$ cat src/rtl/regfile_access_pkg.sv
// rtl/regfile_access_pkg.sv - shared encodings and helpers for the register file access sequencer
package regfile_access_pkg;

    typedef enum logic [1:0] {
        OP_WRITE  = 2'd0,
        OP_READ   = 2'd1,
        OP_RMW_OR = 2'd2,
        OP_RSVD   = 2'd3
    } op_e;

    typedef enum logic [2:0] {
        ST_IDLE     = 3'd0,
        ST_ISSUE_RD = 3'd1,
        ST_WAIT_RD  = 3'd2,
        ST_ISSUE_WR = 3'd3,
        ST_RESP     = 3'd4
    } state_e;

    // A single-register file still needs a one-bit address port.
    function automatic int addr_width(input int regcount);
        int w;
        w = $clog2(regcount);
        return (w < 1) ? 1 : w;
    endfunction

endpackage

$ cat src/rtl/regfile_access_sequencer_if.sv
// rtl/regfile_access_sequencer_if.sv - request/response handshakes and register file strobes
interface regfile_access_sequencer_if
    import regfile_access_pkg::*;
#(
    parameter int P_RegCount = 3,
    parameter int P_BitWidth = 32
);
    localparam int A = addr_width(P_RegCount);

    logic                  In_ReqValid;
    logic                  Out_ReqReady;
    logic [1:0]            In_ReqOp;
    logic [A-1:0]          In_ReqAddr;
    logic [P_BitWidth-1:0] In_ReqData;

    logic                  Out_RespValid;
    logic                  In_RespReady;
    logic [P_BitWidth-1:0] Out_RespData;
    logic                  Out_RespErr;

    logic [A-1:0]          Out_RfAddress;
    logic [P_BitWidth-1:0] Out_RfWriteData;
    logic                  Out_RfWrite;
    logic                  Out_RfRead;
    logic [P_BitWidth-1:0] In_RfReadData;

    modport slave (
        input  In_ReqValid, In_ReqOp, In_ReqAddr, In_ReqData,
        input  In_RespReady, In_RfReadData,
        output Out_ReqReady, Out_RespValid, Out_RespData, Out_RespErr,
        output Out_RfAddress, Out_RfWriteData, Out_RfWrite, Out_RfRead
    );

    modport master (
        output In_ReqValid, In_ReqOp, In_ReqAddr, In_ReqData,
        output In_RespReady, In_RfReadData,
        input  Out_ReqReady, Out_RespValid, Out_RespData, Out_RespErr,
        input  Out_RfAddress, Out_RfWriteData, Out_RfWrite, Out_RfRead
    );

endinterface

$ cat src/rtl/regfile_resp_buffer.sv
// rtl/regfile_resp_buffer.sv - one-entry valid/ready holding register for response data and error
module regfile_resp_buffer #(
    parameter int P_BitWidth = 32
) (
    input  logic                  i_clk,
    input  logic                  i_rst,
    input  logic                  i_load,
    input  logic [P_BitWidth-1:0] i_data,
    input  logic                  i_err,
    input  logic                  i_ready,
    output logic                  o_valid,
    output logic [P_BitWidth-1:0] o_data,
    output logic                  o_err
);

    logic                  r_valid;
    logic [P_BitWidth-1:0] r_data;
    logic                  r_err;

    // Contents are cleared on the handshake so idle outputs read back as zero.
    always_ff @(posedge i_clk or posedge i_rst) begin
        if (i_rst) begin
            r_valid <= 1'b0;
            r_data  <= '0;
            r_err   <= 1'b0;
        end else if (i_load) begin
            r_valid <= 1'b1;
            r_data  <= i_data;
            r_err   <= i_err;
        end else if (r_valid && i_ready) begin
            r_valid <= 1'b0;
            r_data  <= '0;
            r_err   <= 1'b0;
        end
    end

    assign o_valid = r_valid;
    assign o_data  = r_data;
    assign o_err   = r_err;

endmodule

$ cat src/rtl/regfile_access_sequencer.sv
// rtl/regfile_access_sequencer.sv - sequences single-word write/read/read-modify-OR requests onto a register file
module regfile_access_sequencer
    import regfile_access_pkg::*;
#(
    parameter int P_RegCount = 3,
    parameter int P_BitWidth = 32
) (
    input  logic                       In_Clock,
    input  logic                       In_Reset,
    regfile_access_sequencer_if.slave  bus
);

    localparam int            A            = addr_width(P_RegCount);
    localparam logic [A:0]    LP_REG_COUNT = (A+1)'(P_RegCount);

    state_e                r_state;
    state_e                w_next_state;
    op_e                   r_op;
    logic [A-1:0]          r_addr;
    logic [P_BitWidth-1:0] r_wdata;
    logic [P_BitWidth-1:0] r_rd_data;

    logic                  w_accept;
    logic                  w_req_bad;
    logic                  w_rf_read;
    logic                  w_rf_write;
    logic                  w_rf_active;
    logic                  w_buf_load;
    logic [P_BitWidth-1:0] w_buf_data;
    logic                  w_buf_err;
    logic                  w_resp_valid;

    // Extra MSB keeps the compare honest when P_RegCount is a power of two.
    assign w_req_bad = ({1'b0, bus.In_ReqAddr} >= LP_REG_COUNT) || (bus.In_ReqOp == OP_RSVD);

    always_ff @(posedge In_Clock or posedge In_Reset) begin
        if (In_Reset) begin
            r_state <= ST_IDLE;
        end else begin
            r_state <= w_next_state;
        end
    end

    always_comb begin
        w_next_state = r_state;
        w_accept     = 1'b0;
        w_rf_read    = 1'b0;
        w_rf_write   = 1'b0;
        w_buf_load   = 1'b0;
        w_buf_data   = '0;
        w_buf_err    = 1'b0;
        case (r_state)
            ST_IDLE: begin
                if (bus.In_ReqValid) begin
                    w_accept = 1'b1;
                    if (w_req_bad) begin
                        w_next_state = ST_RESP;
                        w_buf_load   = 1'b1;
                        w_buf_err    = 1'b1;
                    end else if (bus.In_ReqOp == OP_WRITE) begin
                        w_next_state = ST_ISSUE_WR;
                    end else begin
                        w_next_state = ST_ISSUE_RD;
                    end
                end
            end
            ST_ISSUE_RD: begin
                w_rf_read    = 1'b1;
                w_next_state = ST_WAIT_RD;
            end
            ST_WAIT_RD: begin
                if (r_op == OP_RMW_OR) begin
                    w_next_state = ST_ISSUE_WR;
                end else begin
                    w_next_state = ST_RESP;
                    w_buf_load   = 1'b1;
                    w_buf_data   = bus.In_RfReadData;
                end
            end
            ST_ISSUE_WR: begin
                w_rf_write   = 1'b1;
                w_next_state = ST_RESP;
                w_buf_load   = 1'b1;
                w_buf_data   = (r_op == OP_RMW_OR) ? r_rd_data : '0;
            end
            ST_RESP: begin
                if (w_resp_valid && bus.In_RespReady) begin
                    w_next_state = ST_IDLE;
                end
            end
            default: begin
                w_next_state = ST_IDLE;
            end
        endcase
    end

    // r_wdata holds the write data or OR-mask until WAIT_RD folds in the read value.
    always_ff @(posedge In_Clock or posedge In_Reset) begin
        if (In_Reset) begin
            r_op      <= OP_WRITE;
            r_addr    <= '0;
            r_wdata   <= '0;
            r_rd_data <= '0;
        end else if (w_accept) begin
            r_op      <= op_e'(bus.In_ReqOp);
            r_addr    <= bus.In_ReqAddr;
            r_wdata   <= bus.In_ReqData;
            r_rd_data <= '0;
        end else if (r_state == ST_WAIT_RD) begin
            r_rd_data <= bus.In_RfReadData;
            if (r_op == OP_RMW_OR) begin
                r_wdata <= bus.In_RfReadData | r_wdata;
            end
        end
    end

    regfile_resp_buffer #(
        .P_BitWidth (P_BitWidth)
    ) u_resp_buffer (
        .i_clk   (In_Clock),
        .i_rst   (In_Reset),
        .i_load  (w_buf_load),
        .i_data  (w_buf_data),
        .i_err   (w_buf_err),
        .i_ready (bus.In_RespReady),
        .o_valid (w_resp_valid),
        .o_data  (bus.Out_RespData),
        .o_err   (bus.Out_RespErr)
    );

    assign w_rf_active = (r_state == ST_ISSUE_RD) || (r_state == ST_WAIT_RD) || (r_state == ST_ISSUE_WR);

    assign bus.Out_ReqReady    = (r_state == ST_IDLE) && !In_Reset;
    assign bus.Out_RespValid   = w_resp_valid;
    assign bus.Out_RfRead      = w_rf_read;
    assign bus.Out_RfWrite     = w_rf_write;
    assign bus.Out_RfAddress   = w_rf_active ? r_addr : '0;
    assign bus.Out_RfWriteData = w_rf_active ? r_wdata : '0;

endmodule

$ cat src/flat_wrapper.sv
// flat-port wrapper written by rule: the top's interface ports become plain ports
module regfile_access_sequencer_flat import regfile_access_pkg::*;
#(
    parameter int P_RegCount = 3,
    parameter int P_BitWidth = 32
)
  (In_Clock, In_Reset, bus_In_ReqValid, bus_In_ReqOp, bus_In_ReqAddr, bus_In_ReqData, bus_In_RespReady, bus_In_RfReadData, bus_Out_ReqReady, bus_Out_RespValid, bus_Out_RespData, bus_Out_RespErr, bus_Out_RfAddress, bus_Out_RfWriteData, bus_Out_RfWrite, bus_Out_RfRead);
  regfile_access_sequencer_if #(.P_RegCount(P_RegCount), .P_BitWidth(P_BitWidth)) bus_i ();
  input  logic In_Clock;
  input  logic In_Reset;
  input wire logic [$bits(bus_i.In_ReqValid)-1:0] bus_In_ReqValid;
  input wire logic [$bits(bus_i.In_ReqOp)-1:0] bus_In_ReqOp;
  input wire logic [$bits(bus_i.In_ReqAddr)-1:0] bus_In_ReqAddr;
  input wire logic [$bits(bus_i.In_ReqData)-1:0] bus_In_ReqData;
  input wire logic [$bits(bus_i.In_RespReady)-1:0] bus_In_RespReady;
  input wire logic [$bits(bus_i.In_RfReadData)-1:0] bus_In_RfReadData;
  output wire logic [$bits(bus_i.Out_ReqReady)-1:0] bus_Out_ReqReady;
  output wire logic [$bits(bus_i.Out_RespValid)-1:0] bus_Out_RespValid;
  output wire logic [$bits(bus_i.Out_RespData)-1:0] bus_Out_RespData;
  output wire logic [$bits(bus_i.Out_RespErr)-1:0] bus_Out_RespErr;
  output wire logic [$bits(bus_i.Out_RfAddress)-1:0] bus_Out_RfAddress;
  output wire logic [$bits(bus_i.Out_RfWriteData)-1:0] bus_Out_RfWriteData;
  output wire logic [$bits(bus_i.Out_RfWrite)-1:0] bus_Out_RfWrite;
  output wire logic [$bits(bus_i.Out_RfRead)-1:0] bus_Out_RfRead;
  assign bus_i.In_ReqValid = bus_In_ReqValid;
  assign bus_i.In_ReqOp = bus_In_ReqOp;
  assign bus_i.In_ReqAddr = bus_In_ReqAddr;
  assign bus_i.In_ReqData = bus_In_ReqData;
  assign bus_i.In_RespReady = bus_In_RespReady;
  assign bus_i.In_RfReadData = bus_In_RfReadData;
  assign bus_Out_ReqReady = bus_i.Out_ReqReady;
  assign bus_Out_RespValid = bus_i.Out_RespValid;
  assign bus_Out_RespData = bus_i.Out_RespData;
  assign bus_Out_RespErr = bus_i.Out_RespErr;
  assign bus_Out_RfAddress = bus_i.Out_RfAddress;
  assign bus_Out_RfWriteData = bus_i.Out_RfWriteData;
  assign bus_Out_RfWrite = bus_i.Out_RfWrite;
  assign bus_Out_RfRead = bus_i.Out_RfRead;
  regfile_access_sequencer #(.P_RegCount(P_RegCount), .P_BitWidth(P_BitWidth)) u_core (.In_Clock(In_Clock), .In_Reset(In_Reset), .bus(bus_i));
endmodule
$ cat config.mk
export PLATFORM = sky130hd
export DESIGN_NAME = regfile_access_sequencer_flat
export DESIGN_NICKNAME = d
export VERILOG_FILES = /design/src/rtl/regfile_access_pkg.sv /design/src/rtl/regfile_access_sequencer_if.sv /design/src/rtl/regfile_resp_buffer.sv /design/src/rtl/regfile_access_sequencer.sv /design/src/flat_wrapper.sv
export SDC_FILE = /design/constraint.sdc
export NUM_CORES = 1
export LEC_CHECK = 0
export CORE_ASPECT_RATIO = 1.2
export CORE_MARGIN = 5
export CORE_UTILIZATION = 45
export DETAILED_ROUTE_END_ITERATION = 10
export PLACE_DENSITY = 0.77
export SKIP_CTS_REPAIR_TIMING = 1
export SLEW_MARGIN = 20
export SYNTH_ARGS = -nofsm -noshare
export SYNTH_HDL_FRONTEND = slang
export SYNTH_SLANG_ARGS = --single-unit
$ cat constraint.sdc
create_clock -name In_Clock -period 4.18 [get_ports In_Clock]
set_input_delay 0.627 -clock In_Clock [delete_from_list [all_inputs] [get_ports In_Clock]]
set_output_delay 0.627 -clock In_Clock [all_outputs]
set_load 0.01 [all_outputs]
==> impl_metrics.json <==
{
  "power_density_nw_per_um2": 719,
  "slew_viol_final": 0,
  "relSlewSlack_pct": 33.1,
  "leakage_nw": 2.69,
  "grt_overflow": 0,
  "fillers": 809,
  "clk_pin_slew_ps": 70,
  "worstPathRequired_ps": 3550,
  "worst_pin_slew_ps": 1000,
  "synth_area_leaders": "dfrtp_1, a221o_2, a22o_1",
  "netlist-cell-type-count": 29,
  "syn-cell-area_um2": 4650,
  "layout_common_cells": "clkdlybuf4s50_1, dfrtp_1, and2_1, a22o_1, nor2_1",
  "endpoint_kind": "output port",
  "finalNonFillerCells": 668,
  "outcome": "complete, no violations",
  "finalClockSkew_ps": 8.67,
  "initial_core_util_pct": 46.3,
  "synth_top_cell_by_area": "dfrtp_1",
  "antenna_cells": 0,
  "syn_inst": 418,
  "final_common_cell": "clkdlybuf4s50_1",
  "path_class": "reg2out",
  "cts_tree": "built",
  "synth_fp_nets": 490,
  "antenna_found_initial": 0,
  "die_w_um": 103,
  "final.min_clock_period_ps": 3220,
  "grt_max_degree": 87,
  "cp-start-kind": "flip-flop",
  "grt_pass1_wl_mm": 20.4,
  "insertion_delay_ps": 340,
  "yosysSeqAreaShare_pct": 56.5,
  "drt_iter0_markers": 166,
  "ir_drop_mv": 0.314,
  "hold_viol": 0,
  "cts.sinks": 105,
  "rsz0062_at_grt": "false",
  "yosys_warnings": 0,
  "die_h_um": 121,
  "placed_cells_incl_taps": 652,
  "hpwl_mm": 8.12,
  "gp_congestion": 0.735,
  "nets": 609,
  "ys_ff_latch": 105,
  "reg2regPathDepth": 5,
  "io_pins": 143,
  "grt_pass1_vias": 3935,
  "cp_max_fo": 19,
  "drt_wl_total_mm": 12.6,
  "htreeDepth": 3,
  "antenna_left": 0,
  "layout-drive-gt1-share_pct": 11.3,
  "setup_viol": 0,
  "cts_buffer_depth": 2,
  "setup_ws_ps": 956,
  "yosysTopAreaCellShare_pct": 56.5,
  "syn_avg_cell_area_um2": 11.1,
  "first_pass_iters": 4,
  "die_area_um2": 12500,
  "io_buffers": 142,
  "period_share_pct": 77.1,
  "wl_per_cell_um": 18.9,
  "grt_usage_pct": 20.6,
  "route.detailed.drc": 0,
  "vias": 3819,
  "syn_to_final_growth_pct": 37.5,
  "vias_per_cell": 5.72,
  "max_freq_mhz": 310,
  "place_ws_ps": 1090,
  "timing.max_cap.violations": 0,
  "core-area_um2": 10100,
  "hold_path.class": "reg2reg",
  "worstHoldPathCells": 2,
  "crit_arrival_ps": 2600,
  "numCtsBuffers": 9,
  "tns_ps": 0,
  "rows": 40,
  "cts_root_buf": "clkbuf_16"
}
-- per-layer routing --
metal	vias to the layer above	wire, um	global-route usage [%]
li1	1786	-	-
met1	1897	5370	28.7
met2	119	6320	33.4
met3	17	710	3.05
met4	0	201	6.23
met5	-	0	0
-- critical path, stage by stage (launching register included) --
cell and delay [ps]:
dfrtp_1 570, nor2_1 130, nor2_2 500, buf_4 330, and2_1 160, clkdlybuf4s50_1 550
-- flip-flops by register name, summed over array words and instances (netlist names) --
name	flops
u_core.r_rd_data	32
u_core.r_wdata	32
u_core.u_resp_buffer.o_data	32
u_core.r_state	3
u_core.r_addr	2
u_core.r_op	2
u_core.u_resp_buffer.o_err	1
u_core.u_resp_buffer.o_valid	1
-- power breakdown --
group	switching (mW)	total (mW)	internal, mW
Clock	0.384	0.795	0.411
Combinational	1.03	2.11	1.08
Sequential	0.266	1.70	1.43
-- final timing paths --
| path | startpoint | end | slack [ps] |
|---|---|---|---|
| worst min-delay path | u_core.r_addr[1] | u_core.r_addr[1] | 480 |
| max in group asynchronous | In_Reset | u_core.r_wdata[18] | 2580 |
| min in group asynchronous | In_Reset | u_core.r_state[2] | 850 |
| worst max register to register | u_core.r_state[2] | u_core.u_resp_buffer.o_data[10] | 1610 |
| worst max-delay path | u_core.r_state[0] | bus_Out_RfWriteData[14] | 960 |
| worst min register to register | u_core.r_addr[1] | u_core.r_addr[1] | 480 |
-- cells in the mapped netlist --
| cell type | n |
|---|---|
| a211oi_1 | 1 |
| a21oi_1 | 32 |
| a221o_1 | 3 |
| a221o_2 | 29 |
| a222oi_1 | 1 |
| a22o_1 | 34 |
| a22oi_1 | 2 |
| a31oi_1 | 33 |
| and2_1 | 35 |
| and3_1 | 1 |
| buf_2 | 3 |
| buf_6 | 5 |
| clkbuf_1 | 34 |
| dfrtp_1 | 105 |
| inv_1 | 2 |
| nand2_1 | 15 |
| nand2b_1 | 1 |
| nand3_1 | 2 |
| nand3b_1 | 2 |
| nor2_1 | 36 |
| nor2b_1 | 2 |
| nor3_1 | 1 |
| nor3b_1 | 33 |
| nor4_1 | 1 |
| nor4b_2 | 1 |
| o21ai_0 | 1 |
| or3b_1 | 1 |
| or3b_2 | 1 |
| or4b_2 | 1 |
-- cell families after synthesis --
| family | after synthesis | synth area share (%) |
|---|---|---|
| AND/OR/NAND/NOR | 133 | 16.4 |
| buffers and inverters | 44 | 4.44 |
| AO/OA/AOI/OAI | 136 | 22.7 |
| flip-flops | 105 | 56.5 |
-- layout make-up --
cell class | instances | area (um^2) | share of cell area (%)
Clock buffer | 9 | 225 | 3.52
Clock inverter | 7 | 53.8 | 0.841
Inverter | 2 | 12.5 | 0.196
Multi-Input combinational cell | 269 | 1840 | 28.8
Sequential cell | 105 | 2630 | 41.1
Tap cell | 126 | 158 | 2.46
Timing Repair Buffer | 150 | 1480 | 23.1
-- stage by stage --
step	util, %	total power, mW	hold WS [ps]	area [um^2]
floorplan	-	2.85	437	4650
global placement	60.8	3.77	459	6110
detailed placement	60.8	3.82	463	6120
CTS	63.6	4.63	484	6400
global route	63.6	4.88	506	6400
finish	63.6	4.60	482	6400
No activity file was read; power rests on OpenSTA's default activity.
